**src/rtl/dma_channel_if.sv**
```systemverilog
// DMA channel control bus: transfer window in, slot counter and pass flag out.
// The master is system control; the slave is the channel sequencer.
interface dma_channel_if #(
    parameter int CNT_W = 5
);
    logic             state;
    logic [CNT_W-1:0] count;
    logic             one;

    modport master (
        output state,
        input  count,
        input  one
    );

    modport slave (
        input  state,
        output count,
        output one
    );
endinterface

```
**src/rtl/dma_channel.sv**
```systemverilog
// DMA channel slot sequencer: input-phase slots, then output-phase slots.
// Optional macro DMA_CHANNEL_ONE_SHOT_EN: one pass per STATE window.
module dma_channel #(
    parameter int CNT_W = 5
) (
    input  logic         CLK,
    input  logic         CLR,
    dma_channel_if.slave bus
);

    logic [CNT_W-1:0] count_q;
    logic [CNT_W-1:0] count_d;
    logic             one_q;
    logic             one_d;

    // Next slot and pass-complete flag from the current window state.
    always_comb begin
        count_d = count_q;
        one_d   = one_q;
        if (!bus.state) begin
            count_d = '0;
            one_d   = 1'b0;
        end else if (one_q) begin
`ifdef DMA_CHANNEL_ONE_SHOT_EN
            // Pass done: park at slot 0 until the window closes.
            count_d = '0;
            one_d   = 1'b1;
`else
            // Flag is a one-cycle pulse; the next pass carries on.
            count_d = count_q + 1'b1;
            one_d   = 1'b0;
`endif
        end else if (count_q == '1) begin
            count_d = '0;
            one_d   = 1'b1;
        end else begin
            count_d = count_q + 1'b1;
            one_d   = 1'b0;
        end
    end

    // State registers; CLR overrides the transfer window.
    always_ff @(posedge CLK) begin
        if (CLR) begin
            count_q <= '0;
            one_q   <= 1'b0;
        end else begin
            count_q <= count_d;
            one_q   <= one_d;
        end
    end

    assign bus.count = count_q;
    assign bus.one   = one_q;

endmodule

```
**src/flat_wrapper.sv**
```systemverilog
// flat-port wrapper written by rule: the top's interface ports become plain ports
module dma_channel_flat 
#(
    parameter int CNT_W = 5
)
  (CLK, CLR, bus_state, bus_count, bus_one);
  dma_channel_if #(.CNT_W(CNT_W)) bus_i ();
  input  logic CLK;
  input  logic CLR;
  input wire logic [$bits(bus_i.state)-1:0] bus_state;
  output wire logic [$bits(bus_i.count)-1:0] bus_count;
  output wire logic [$bits(bus_i.one)-1:0] bus_one;
  assign bus_i.state = bus_state;
  assign bus_count = bus_i.count;
  assign bus_one = bus_i.one;
  dma_channel #(.CNT_W(CNT_W)) u_core (.CLK(CLK), .CLR(CLR), .bus(bus_i));
endmodule
```
**config.mk**
```make
export PLATFORM = sky130hd
export DESIGN_NAME = dma_channel_flat
export DESIGN_NICKNAME = d
export VERILOG_FILES = /design/src/rtl/dma_channel_if.sv /design/src/rtl/dma_channel.sv /design/src/flat_wrapper.sv
export SDC_FILE = /design/constraint.sdc
export NUM_CORES = 1
export LEC_CHECK = 0
export BUFFER_PORTS_ARGS = -buffer_cell sky130_fd_sc_hd__buf_4
export CAP_MARGIN = 20
export CORE_AREA = 8 8 45 47
export DETAILED_ROUTE_END_ITERATION = 8
export DIE_AREA = 0 0 53 55
export GPL_ROUTABILITY_DRIVEN = 0
export GPL_TIMING_DRIVEN = 0
export PLACE_DENSITY = 0.43
export SETUP_SLACK_MARGIN = 0.02
export SLEW_MARGIN = 15
export SYNTH_ARGS = -nofsm -noshare
export SYNTH_HDL_FRONTEND = slang
export SYNTH_SLANG_ARGS = --single-unit
```
**constraint.sdc**
```tcl
create_clock -name CLK -period 1.51 [get_ports CLK]
set_input_delay 0.0755 -clock CLK [delete_from_list [all_inputs] [get_ports CLK]]
set_output_delay 0.0755 -clock CLK [all_outputs]
set_load 0.05 [all_outputs]
```
# Word-level counts from Yosys, hierarchy flattened

Cells that the tools add are included.

Output and inout bits: 6
RAM bits: 0
Latch bits: 0
Logic and storage cells: 10
ROM bits: 0
Bits in registers: 6
Bits of input ports: 3
Memories kept: 0

Reductions and logical operators: 2
Equal/unequal tests: 1
$lt $le $gt $ge: 0
Add/subtract/negate cells: 1
Div/mod/pow operators: 0
Shift-type cells: 0
Bitwise logic cells: 1
Mux-type cells: 3
Multiply operators: 0

Operators by type and width:

| cell                                         | number |
|---|---|
| 2-to-1 mux 5 bit                             | 2 |
| adder 5 x 1 -> 5 bit (second input constant) | 1 |
| == test 5 bit (second input constant)        | 1 |
| OR reduction 3 bit                           | 1 |
| OR reduction 2 bit                           | 1 |
| 2-to-1 mux 1 bit                             | 1 |
| inverter 1 bit                               | 1 |

# Depth between registers and ports, before layout

Depth after elaboration: 3
Gate-level depth with buffers: 6
Gate-level depth less buffers: 6

# Worst setup path before layout

Ideal clock, no wire load.

Path type: register -> register
Start point: register u_core.count_q[0] (netlist: u_core.bus.count[0])
End point: register u_core.count_q[0] (netlist: u_core.bus.count[0])
Arrival time: 1491 ps
Required time: 1370 ps
Library setup time: 140 ps
Setup slack: -121 ps
Clock period less this slack: 1631 ps
Stages on the path, launching flop included: 7
Path through: dfxtp_1 > ha_1 > and3_2 > ha_1 > inv_1 > o21ai_1 > nor2_1

Longest elaborated chain between the ends: 3
Elaborated cells on any way between the ends: 4
Classes of those cells: 1 x add/sub; 1 x eq/ne; 2 x mux

Ends and longest elaborated chain:

| element                                               | RTL line                                                | RTL |
|---|---|---|
| start: declaration                                    | dma_channel.sv:11                                       | `logic [CNT_W-1:0] count_q;` |
| start signal: assignment                              | dma_channel.sv:48                                       | `count_q <= count_d;` |
| adder 5 x 1 -> 5 bit or == test 5 bit (tied branches) | dma_channel.sv:30, dma_channel.sv:37, dma_channel.sv:33 |  |
| 2-to-1 mux 5 bit                                      | dma_channel.sv:33                                       | `end else if (count_q == '1) begin` |
| 2-to-1 mux 5 bit *                                    | dma_channel.sv:23                                       | `end else if (one_q) begin` |

Every way passes the cells marked *; elsewhere a longest branch is shown, timed or not.
A chain may end at the register's enable or synchronous reset.

# Worst setup path after layout

Start point: register u_core.count_q[0] (netlist: u_core.bus.count[0])
End point: register u_core.count_q[3] (netlist: u_core.bus.count[3])

The elaborated chain is that of the path after synthesis.

==> results.ini <==
[pwr]
pwr-share-clk_pct=43.6
switchingPower_mw=0.0746
p_int_mw=0.263
combinationalPowerShare_pct=7.5
pwr-share-seq_pct=48.9
p_leak_nw=0.157
ir_worst_vdd_uv=238
power.density_nw_per_um2=995
swShare_pct=22.1

[drt]
antenna_left=0
drc=0
wl_um=472
wl_per_cell_um=9.83
dr_total_vias=180
drt-vias-per-instance=3.75
dr.pass1.iters=1
drt_iter0_markers=0

[cts]
ctsHoldBuffers=0
clock-root-buffer=clkbuf_4
cts.reportedPaths.clkPinSlew_ns=0.04
htreeDepth=1
clkSinkCount=6
clockBufferDepth=2
numCtsBuffers=3
cts.repair.resized=0
cts_tree=yes
clk_latency_ns=0.24
post_cts_buffers=0

[placement]
pre_cts_slack_ns=0.185
port_buffers=8
place_hpwl_um=387

[cells_and_area]
area_delta_synth_final_pct=44.9
post-route-util_pct=24.5
diodes=0
nets=39
drive_gt1_share_pct=50.0
nFillCells=158

[global_routing]
grt_max_degree=5
grt.total_usage_pct=4.22
grt_remaining_overflow=0
grt_pass1_wl_um=807
grt_pass1_vias=199
antenna_found_initial=0

[synthesis]
syn_avg_cell_area_um2=11.1
synth_top_area_cell=dfxtp_1
ys_ff_latch=6
ys_seq_area_share_pct=51.3
yosysTopAreaCellShare_pct=51.3
synth_area_um2=234
synth.distinct_cells=12
synth_cells=21
ys_warn_count=0
syn-num-nets=26
ys_top_cells_by_area=dfxtp_1, ha_1, nor2b_4

[sta]
slew-limit-headroom_pct=85.4
rsz0062_at_grt=no
whs_ns=0.125
period_minus_slack_ns=1.31
final_max_slew_viol_count=0
worstMarginPinSlew_ns=0.218
finalCritPeriodShare_pct=86.5
finalSetupViolCount=0
hold_violations=0
finalSetupTns_ns=0
max_freq_mhz=766
setup_slack_ns=0.204
finalClockSkew_ns=0.00292

[critical_path]
critPathRequiredTime_ns=1.64
startpoint_type=register
ff2ff_path_depth=6
critPathKind=reg2reg
arrival_ns=1.44
cp-end-kind=register
path_max_fanout=4

[floorplanning]
die_x_um=53
start_util_pct=16.9
rows=14
fp.dieH_um=55
die_area_um2=2920
io_pins=9
core_um2=1380

[min_path]
min_path_cells=3
hold_path.class=in2reg

[run]
cap_violations=0

[run_status]
status=completed

==> cells by family after synthesis <==
group	count (synthesis)	synth area share, %
and+or+nand+nor	9	26.7
DFF	6	51.3
xor gates and xnor gates	2	7.49
adders and majority gates	2	10.7
AOI/OAI and AO/OA	1	2.14
buffers and inverters	1	1.60
==> flip-flops by register name (all words and copies together), names as in the netlist <==
signal            cells
u_core.bus.count      5
u_core.bus.one        1
==> Yosys cell counts <==
master and count:
o21ai_1 1, nor2_1 3, nand3_2 1, inv_1 1, nor2b_4 1, nor3b_1 1, xor2_1 1, dfxtp_1 6
xnor2_1 1, ha_1 2, and3_2 1, and2_1 2
==> per-stage QoR <==
step	instances	cell area [um2]	power, mW
floorplan	21	236	0.183
global placement	45	317	0.194
detailed placement	45	317	0.194
CTS	48	339	0.352
global route	48	339	0.359
finish	48	339	0.337
==> routing by layer <==
layer  wire (um)  up-vias  part of all wire, %  track usage [%]
li1            -       91                    -                -
met1         201       76                   43             4.13
met2         158       11                   33             4.69
met3          97        2                   21             3.74
met4          15        0                  3.2             5.17
met5           0        -                    0                0
==> worst paths after layout <==
check                           slack (ns)           startpoint                  end
worst max-delay path                  0.20  u_core.bus.count[0]  u_core.bus.count[3]
worst max register to register        0.20  u_core.bus.count[0]  u_core.bus.count[3]
worst min-delay path                  0.13                  CLR       u_core.bus.one
worst min register to register        0.44  u_core.bus.count[0]  u_core.bus.count[0]
==> layout make-up <==
| class | instances | area, um2 | share of cell area (%) |
|---|---|---|---|
| flip-flops and latches | 6 | 123 | 36.2 |
| multi-input cells | 14 | 110 | 32.5 |
| repair buffers | 8 | 60.1 | 17.7 |
| clock buffers | 3 | 22.5 | 6.64 |
| well taps | 16 | 20.0 | 5.90 |
| inverters | 1 | 3.75 | 1.11 |
==> power groups by stage <==
stage                     combinational, mW  clock [mW]  sequential (mW)
after floorplan                     0.00667           0            0.177
after global placement               0.0260           0            0.168
after detailed placement             0.0259           0            0.168
after CTS                            0.0260       0.161            0.165
after global routing                 0.0279       0.166            0.165
final                                0.0255       0.147            0.165
==> critical path: stages, from the launching register on <==
cell and delay (ns):
dfxtp_2 0.35, ha_1 0.19, and3_2 0.19, ha_1 0.14, inv_1 0.05, o21ai_1 0.21
nor2_1 0.07
==> cells in the final DEF, fill, tap and decap left out, drive strengths merged <==
cell type / count
clkbuf: 3
nor3b: 1
dfxtp: 6
inv: 1
buf: 8
nor2: 3
o21ai: 1
xnor2: 1
nor2b: 1
nand3: 1
and2: 2
ha: 2
xor2: 1
and3: 1
No activity file was read; power rests on OpenSTA's default activity.
